<file path="src/rtl/encoder_rr_pkg.sv">
`default_nettype none
// ---------------------------------------------------------------------------
// encoder_rr_pkg : shared FSM state type and request codes for encoder_rr
// Revision 1.0
// ---------------------------------------------------------------------------
package encoder_rr_pkg;

  typedef enum logic [0:0] {
    IDLE = 1'b0,
    HOLD = 1'b1
  } state_e;

  // Same bit mapping the 2-to-4 decoder consumes, a = MSB.
  localparam logic [1:0] CODE_D0 = 2'b00;
  localparam logic [1:0] CODE_D1 = 2'b01;
  localparam logic [1:0] CODE_D2 = 2'b10;
  localparam logic [1:0] CODE_D3 = 2'b11;

endpackage : encoder_rr_pkg
`default_nettype wire

</file>
<file path="src/rtl/encoder_rr_pick.sv">
`default_nettype none
// ---------------------------------------------------------------------------
// rr_pick : combinational round-robin pick of one of four requests
// Revision 1.0
// ---------------------------------------------------------------------------
module rr_pick (
  input  logic [3:0] req_i,
  input  logic [1:0] ptr_i,
  output logic [1:0] code_o,
  output logic       any_o,
  output logic       multi_o
);

  logic [3:0] w_rot;
  logic [1:0] w_idx;

  // Rotate so that the request at ptr lands in bit 0, pick the lowest set
  // bit, then add ptr back to recover the absolute code.
  always_comb begin
    case (ptr_i)
      2'd0:    w_rot = req_i;
      2'd1:    w_rot = {req_i[0],   req_i[3:1]};
      2'd2:    w_rot = {req_i[1:0], req_i[3:2]};
      default: w_rot = {req_i[2:0], req_i[3]};
    endcase
    w_idx = 2'd0;
    for (int i = 3; i >= 0; i--) begin
      if (w_rot[i]) w_idx = 2'(i);
    end
    code_o  = w_idx + ptr_i;
    any_o   = |req_i;
    multi_o = ($countones(req_i) > 1);
  end

endmodule : rr_pick
`default_nettype wire

</file>
<file path="src/rtl/encoder_rr.sv">
`default_nettype none
// ---------------------------------------------------------------------------
// encoder_rr : registered 4-to-2 round-robin encoder with valid/ack handshake
// Revision 1.0
// ---------------------------------------------------------------------------
module encoder_rr
  import encoder_rr_pkg::*;
#(
  parameter int RR_EN = 1
) (
  input  logic clk,
  input  logic rst_n,
  input  logic e,
  input  logic d0,
  input  logic d1,
  input  logic d2,
  input  logic d3,
  input  logic ack,
  output logic a,
  output logic b,
  output logic v,
  output logic multi
);

  state_e     state_q, state_d;
  logic [1:0] ptr_q, ptr_d;
  logic [1:0] code_q, code_d;
  logic       v_q, v_d;
  logic       multi_q, multi_d;

  logic [3:0] w_req;
  logic [1:0] w_code;
  logic       w_any;
  logic       w_multi;

  assign w_req = {d3, d2, d1, d0};

  rr_pick u_pick (
    .req_i   (w_req),
    .ptr_i   (ptr_q),
    .code_o  (w_code),
    .any_o   (w_any),
    .multi_o (w_multi)
  );

  always_ff @(posedge clk or negedge rst_n) begin
    if (!rst_n) begin
      state_q <= IDLE;
      ptr_q   <= 2'd0;
      code_q  <= CODE_D0;
      v_q     <= 1'b0;
      multi_q <= 1'b0;
    end else begin
      state_q <= state_d;
      ptr_q   <= ptr_d;
      code_q  <= code_d;
      v_q     <= v_d;
      multi_q <= multi_d;
    end
  end

  always_comb begin
    state_d = state_q;
    case (state_q)
      IDLE:    if (e && w_any) state_d = HOLD;
      HOLD:    if (ack)        state_d = IDLE;
      default: state_d = IDLE;
    endcase
  end

  // Outputs hold by default; they only move on capture or on ack.
  always_comb begin
    ptr_d   = ptr_q;
    code_d  = code_q;
    v_d     = v_q;
    multi_d = multi_q;
    if (state_q == IDLE) begin
      if (e && w_any) begin
        code_d  = w_code;
        v_d     = 1'b1;
        multi_d = w_multi;
      end
    end else if (ack) begin
      v_d = 1'b0;
      if (RR_EN != 0) ptr_d = code_q + 2'd1;
    end
  end

  assign a     = code_q[1];
  assign b     = code_q[0];
  assign v     = v_q;
  assign multi = multi_q;

endmodule : encoder_rr
`default_nettype wire

</file>
<file path="config.mk">
export PLATFORM = sky130hd
export DESIGN_NAME = encoder_rr
export DESIGN_NICKNAME = d
export VERILOG_FILES = /design/src/rtl/encoder_rr_pkg.sv /design/src/rtl/encoder_rr_pick.sv /design/src/rtl/encoder_rr.sv
export SDC_FILE = /design/constraint.sdc
export NUM_CORES = 1
export LEC_CHECK = 0
export CORE_ASPECT_RATIO = 0.75
export CORE_MARGIN = 1
export CORE_UTILIZATION = 30
export CTS_CLUSTER_SIZE = 8
export DETAILED_ROUTE_END_ITERATION = 16
export SLEW_MARGIN = 20
export SYNTH_ARGS = -nofsm -noshare
export SYNTH_HDL_FRONTEND = slang
export SYNTH_SLANG_ARGS = --single-unit
</file>
<file path="constraint.sdc">
create_clock -name clk -period 2 [get_ports clk]
set_input_delay 0.4 -clock clk [delete_from_list [all_inputs] [get_ports clk]]
set_output_delay 0.4 -clock clk [all_outputs]
set_load 0.05 [all_outputs]
</file>
==> impl_metrics.json, run 1 <==
{
  "routed_via_density": 4.91,
  "cts-hold-fix-buffers": 0,
  "largest_stage_delay_on_the_critical_path_ps": 520,
  "top_layer": "met3",
  "finish.net_count": 100,
  "crit_chain": "dlygate4sd2_1, or4_4, o2111ai_2, ha_2, xnor2_1, or4_1, nand3_1",
  "postRouteAntennaNets": 0,
  "clock_sink_count": 7,
  "met3_length_um": 61,
  "netlist_area_um2": 549,
  "cp_data_required_time_ps": 2190,
  "path_delay_family": "simple AND/OR/NAND/NOR gates",
  "fin_setup_tns_ps": 0,
  "cts_root_buffer": "clkbuf_4",
  "initial_core_utilization_pct": 34.5,
  "pin_count": 12,
  "synthesized_netlist_net_count": 75,
  "tritoncts.num_buffers": 3,
  "ys_seq_elements": 7,
  "grt_setup_unrepaired": "yes",
  "setup_violators_final": 0,
  "place_worst_setup_slack_ps": -416,
  "synth_simple_gate_area_share_pct": 22.3,
  "ir_worst_vdd_mv": 0.631,
  "gp_routability_congestion": 0.731,
  "num_vias": 520,
  "detailroute.wirelength.met2_um": 548,
  "firstDrtPassIters": 4,
  "maxSlewHeadroom_pct": 65.4,
  "numPlacedInstances": 101,
  "finalPower_mw": 0.859,
  "detailed_place_hpwl_mm": 1.06,
  "wl_met1_um": 698,
  "clkTransAtPathRegs_ps": 50,
  "clock_latency_on_the_worst_skew_pair_ps": 250,
  "synth_compound_gate_area_share_pct": 17.8,
  "crit_slowest_cell": "or4_4",
  "grt_remaining_overflow": 0,
  "cp.buffers_inverters": 1,
  "maxSlewViolCount": 0,
  "core-area_um2": 1590,
  "end_kind": "flop",
  "synth_fa_ha_area_share_pct": 15.0,
  "cts_buffer_depth": 2,
  "grt.total_usage_pct": 15.8,
  "r2r_slack_ps": 70,
  "die_height_um": 39.1,
  "drc": 0,
  "synth_top_family_by_area": "simple AND/OR/NAND/NOR gates",
  "timing.max_cap.violations": 0,
  "synth_cells": 61,
  "period_share_pct": 97.5,
  "worstPathMaxFanout": 4,
  "timing.final.hold_violations": 0,
  "layout-drive-gt1-share_pct": 28.2,
  "initial_antenna_violation_count": 0,
  "h_tree_depth_reported_by_cts": 1,
  "placement.io_buffers": 11,
  "grt_max_degree": 12,
  "num_rows": 12,
  "fin_cells": 106,
  "grt_pass1_wl_mm": 2.24,
  "fp.dieArea_um2": 2010,
  "outcome": "finished, final reports clean",
  "layout_min_cycle_time_ps": 1950,
  "fmaxAchievable_mhz": 513,
  "synth.avg_cell_area_um2": 9.00,
  "worstSetupStartpointType": "primary input",
  "synth.area.mux_share_pct": 2.05,
  "first_global_vias": 506,
  "ys_seq_area_share_pct": 31.9,
  "synthToLayoutAreaGrowth_pct": 45.3,
  "antenna-diode-count": 0,
  "synthesized_area_fraction_occupied_by_xor_and_xnor_cells_pct": 3.19,
  "fin_ws_ps": 50.9,
  "worstPathArrival_ps": 2140,
  "detail_route.wl_per_cell_um": 12.3,
  "drt-initial-drc-count": 8,
  "tritoncts_clock_tree": "done",
  "worst_clock_skew_ps": 4.18,
  "p_leak_nw": 0.360,
  "timing_worst_slew_pin_value_ps": 517,
  "criticalPathCategory": "primary input to flop",
  "floorplan.die.width_um": 51.4,
  "detail_route.wirelength_mm": 1.31,
  "worst_hold_path_type": "primary input to asynchronous set/reset pin",
  "count_of_different_cell_masters_after_synthesis": 27,
  "synth_warnings": 0,
  "power_per_cell_area_nw_per_um2": 1080
}
## kinds of logic after synthesis
| logic type | Yosys count |
|---|---|
| and+or+nand+nor | 22 |
| AOI/OAI and AO/OA | 15 |
| buffers and inverters | 8 |
| DFF | 7 |
| adders and majority gates | 6 |
| xor gates and xnor gates | 2 |
| muxes | 1 |
## cells in the final DEF, fill, tap and decap left out, types with 2 or more instances in the layout
master | Yosys | layout
clkdlybuf4s50_1 | 0 | 7
ha_1 | 5 | 4
o2111ai_1 | 3 | 2
clkbuf_4 | 0 | 3
buf_4 | 1 | 11
xnor2_1 | 2 | 2
nor4b_1 | 2 | 2
inv_1 | 5 | 5
dlygate4sd2_1 | 0 | 4
a21oi_1 | 2 | 2
nand2_1 | 7 | 7
o21ai_0 | 5 | 5
dfrtp_1 | 7 | 7
nand3_1 | 2 | 2
nor2_1 | 4 | 4
## registers in the layout (all words and copies together) (netlist names)
register,cells
ptr_q,2
code_q,2
state_q,1
multi,1
v,1
## synthesized netlist by cell type
cell / number / share of area [%]
dfrtp_1: 7 / 32
nand2_1: 7 / 4.8
ha_1: 5 / 11
inv_1: 5 / 3.4
o21ai_0: 5 / 4.6
nor2_1: 4 / 2.7
o2111ai_1: 3 / 4.8
a21oi_1: 2 / 1.8
nand3_1: 2 / 1.8
nor4b_1: 2 / 3.2
o31ai_1: 2 / 2.7
xnor2_1: 2 / 3.2
a31oi_1: 1 / 1.1
and2_1: 1 / 1.1
and2b_2: 1 / 1.6
buf_2: 1 / 0.91
buf_4: 1 / 1.4
buf_6: 1 / 2.0
fa_1: 1 / 3.6
mux2_2: 1 / 2.0
nand2_2: 1 / 1.1
nor2_4: 1 / 2.0
nor3_1: 1 / 0.91
o211ai_1: 1 / 1.4
o21a_1: 1 / 1.4
or4_1: 1 / 1.4
or4_2: 1 / 1.6
## cell type report
cell class / count / area (µm²)
clock buffers: 4 / 26.3
fillers: 168 / 793
inverters: 5 / 18.8
multi-input cells: 46 / 353
flip-flops and latches: 7 / 175
well taps: 21 / 26.3
repair buffers: 23 / 199
## final timing paths
kind                            depth (start not counted)      from   endpoint
worst max register to register                          6  ptr_q[0]  code_q[1]
max in group asynchronous                               1     rst_n    state_q
worst min-delay path                                    1     rst_n  code_q[0]
worst max-delay path                                    7        d0  code_q[1]
worst min register to register                          2     multi      multi
min in group clk                                        2     multi      multi
## per-stage QoR
step	hold slack, ps	utilization (%)	area (µm²)
after floorplan	104	-	564
after global placement	467	47.5	756
after detailed placement	483	47.5	756
after CTS	429	48.8	777
after global routing	438	50.2	798
final	407	50.2	798
## report_power, final
part           leakage, nW  internal (mW)  switching [mW]
sequential          0.0852          0.195          0.0614
clock               0.0150         0.0761          0.0518
combinational        0.260          0.214           0.260
## metal layers
metal	GRT usage (%)	vias to the layer above
met2	23.4	9
met4	4.73	0
li1	-	267
met5	0	-
met1	21.0	244
met3	6.27	0
## timing repair
item                                    CTS  global route
gates cloned                              0             0
buffers inserted                          0             1
hold endpoints to repair                  0             0
resized for setup                         4             3
pin swaps                                 1             1
endpoints found under the setup margin    2             1
(Power assumes the default switching activity.)
==> inputs of run 2 (changes only) <==
--- a/config.mk
+++ b/config.mk
@@ -10,6 +10,7 @@
 export CORE_UTILIZATION = 30
 export CTS_CLUSTER_SIZE = 8
 export DETAILED_ROUTE_END_ITERATION = 16
+export SETUP_SLACK_MARGIN = 0.3
 export SLEW_MARGIN = 20
 export SYNTH_ARGS = -nofsm -noshare
 export SYNTH_HDL_FRONTEND = slang
==> impl_metrics.json, run 2 (synthesized netlist as in run 1, its figures left out) <==
{
  "drt-initial-drc-count": 8,
  "routed_via_density": 4.67,
  "initial_core_utilization_pct": 34.5,
  "clock_sink_count": 7,
  "clock_latency_on_the_worst_skew_pair_ps": 250,
  "initial_antenna_violation_count": 0,
  "path_delay_family": "simple AND/OR/NAND/NOR gates",
  "grt_setup_unrepaired": "yes",
  "drc": 0,
  "layout_min_cycle_time_ps": 1840,
  "finish.net_count": 102,
  "outcome": "finished, final reports clean",
  "cts_root_buffer": "clkbuf_4",
  "cp.buffers_inverters": 1,
  "die_height_um": 39.1,
  "num_rows": 12,
  "tritoncts.num_buffers": 3,
  "worstPathMaxFanout": 4,
  "gp_routability_congestion": 0.735,
  "detailed_place_hpwl_um": 973,
  "crit_chain": "dlygate4sd2_1, or4_4, o2111ai_2, ha_4, xnor2_1, or4_1, nand3_1",
  "maxSlewViolCount": 0,
  "end_kind": "flop",
  "pin_count": 12,
  "ir_worst_vdd_mv": 0.557,
  "layout-drive-gt1-share_pct": 28.7,
  "synthToLayoutAreaGrowth_pct": 47.2,
  "timing.max_cap.violations": 0,
  "numPlacedInstances": 103,
  "maxSlewHeadroom_pct": 66.4,
  "core-area_um2": 1590,
  "cts-hold-fix-buffers": 0,
  "clkTransAtPathRegs_ps": 50,
  "worst_hold_path_type": "primary input to asynchronous set/reset pin",
  "floorplan.die.width_um": 51.4,
  "crit_slowest_cell": "or4_4",
  "largest_stage_delay_on_the_critical_path_ps": 540,
  "criticalPathCategory": "primary input to flop",
  "grt_pass1_wl_mm": 2.07,
  "fin_cells": 108,
  "placement.io_buffers": 11,
  "timing.final.hold_violations": 0,
  "grt.total_usage_pct": 15.2,
  "cp_data_required_time_ps": 2190,
  "final_cell_mix": "buf_4 (14), nand2_1 (7), dfrtp_1 (6), dlygate4sd2_1 (6)",
  "fp.dieArea_um2": 2010,
  "tritoncts_clock_tree": "done",
  "grt_remaining_overflow": 0,
  "first_global_vias": 462,
  "antenna-diode-count": 0,
  "fmaxAchievable_mhz": 543,
  "worst_clock_skew_ps": 3.69,
  "cts_buffer_depth": 2,
  "period_share_pct": 92.1,
  "setup_violators_final": 0,
  "power_per_cell_area_nw_per_um2": 1030,
  "detail_route.wl_per_cell_um": 11.7,
  "layout.cells.most_common": "buf_4",
  "reg_top3": "code_q (2), ptr_q (2)",
  "h_tree_depth_reported_by_cts": 1,
  "worstSetupStartpointType": "primary input",
  "detail_route.wirelength_mm": 1.26,
  "num_vias": 504,
  "worstPathArrival_ps": 2030,
  "timing_worst_slew_pin_value_ps": 507,
  "finalPower_mw": 0.830,
  "firstDrtPassIters": 4,
  "postRouteAntennaNets": 0,
  "grt_max_degree": 9,
  "p_leak_nw": 0.373
}
==> run 2: cell types whose count changed in the layout (fill, tap and decap cells not counted), sizes merged <==
cell | before | now
dlygate4sd2 | 4 | 6
buf | 12 | 14
clkdlybuf4s15 | 0 | 2
clkdlybuf4s50 | 7 | 3
==> run 2: metrics by stage <==
step / worst slack [ps] / hold WS (ps) / utilization, % / setup TNS (ps) / cell area [µm²]
after floorplan: 131 / 104 / - / 0 / 568
after global placement: -322 / 467 / 48.4 / -758 / 771
after detailed placement: -335 / 473 / 48.4 / -761 / 771
after CTS: 136 / 418 / 50.1 / 0 / 797
after global routing: 95.3 / 422 / 50.8 / 0 / 808
final: 158 / 409 / 50.8 / 0 / 808
==> run 2: layout make-up <==
type                    count  area [µm²]
repair buffers             25         208
multi-input cells          46         353
well taps                  21        26.3
flip-flops and latches      7         176
fillers                   175         783
clock buffers               4        26.3
inverters                   5        18.8
==> run 2: routing by layer <==
layer	global-route usage, %	vias to the layer above	share of wire [%]
li1	-	271	-
met1	19.9	220	52
met2	22.7	13	41
met3	7.84	0	6.6
met4	2.03	0	0
met5	0	-	0
==> run 2: worst reg2reg max path: cells and delay by family (launching register included) <==
| kind | cells | cell delay, ps |
|---|---|---|
| XOR/XNOR | 1 | 130 |
| adder cells (fa/ha/maj) | 1 | 190 |
| AO/OA/AOI/OAI | 2 | 210 |
| flip-flops | 1 | 450 |
| buffers and inverters | 1 | 160 |
| AND/OR/NAND/NOR | 4 | 630 |
==> run 2: timing repair <==
action | in CTS | in global routing
gates resized for setup | 10 | 2
setup endpoints to repair | 7 | 3
setup buffers | 1 | 0
pin swaps | 1 | 1
==> run 2: worst paths after layout <==
path | startpoint | slack (ps) | cells past startpoint | to
max | d2 | 160 | 7 | code_q[1]
min | rst_n | 410 | 1 | ptr_q[1]
max reg2reg | ptr_q[0] | 170 | 9 | code_q[1]
min reg2reg | multi | 470 | 2 | multi
max in group asynchronous | rst_n | 1330 | 1 | ptr_q[0]
min in group clk | multi | 470 | 2 | multi
==> run 2: power breakdown <==
group	switching (mW)	internal, mW
Sequential	0.0683	0.197
Clock	0.0505	0.0760
Combinational	0.246	0.192
Total	0.365	0.465
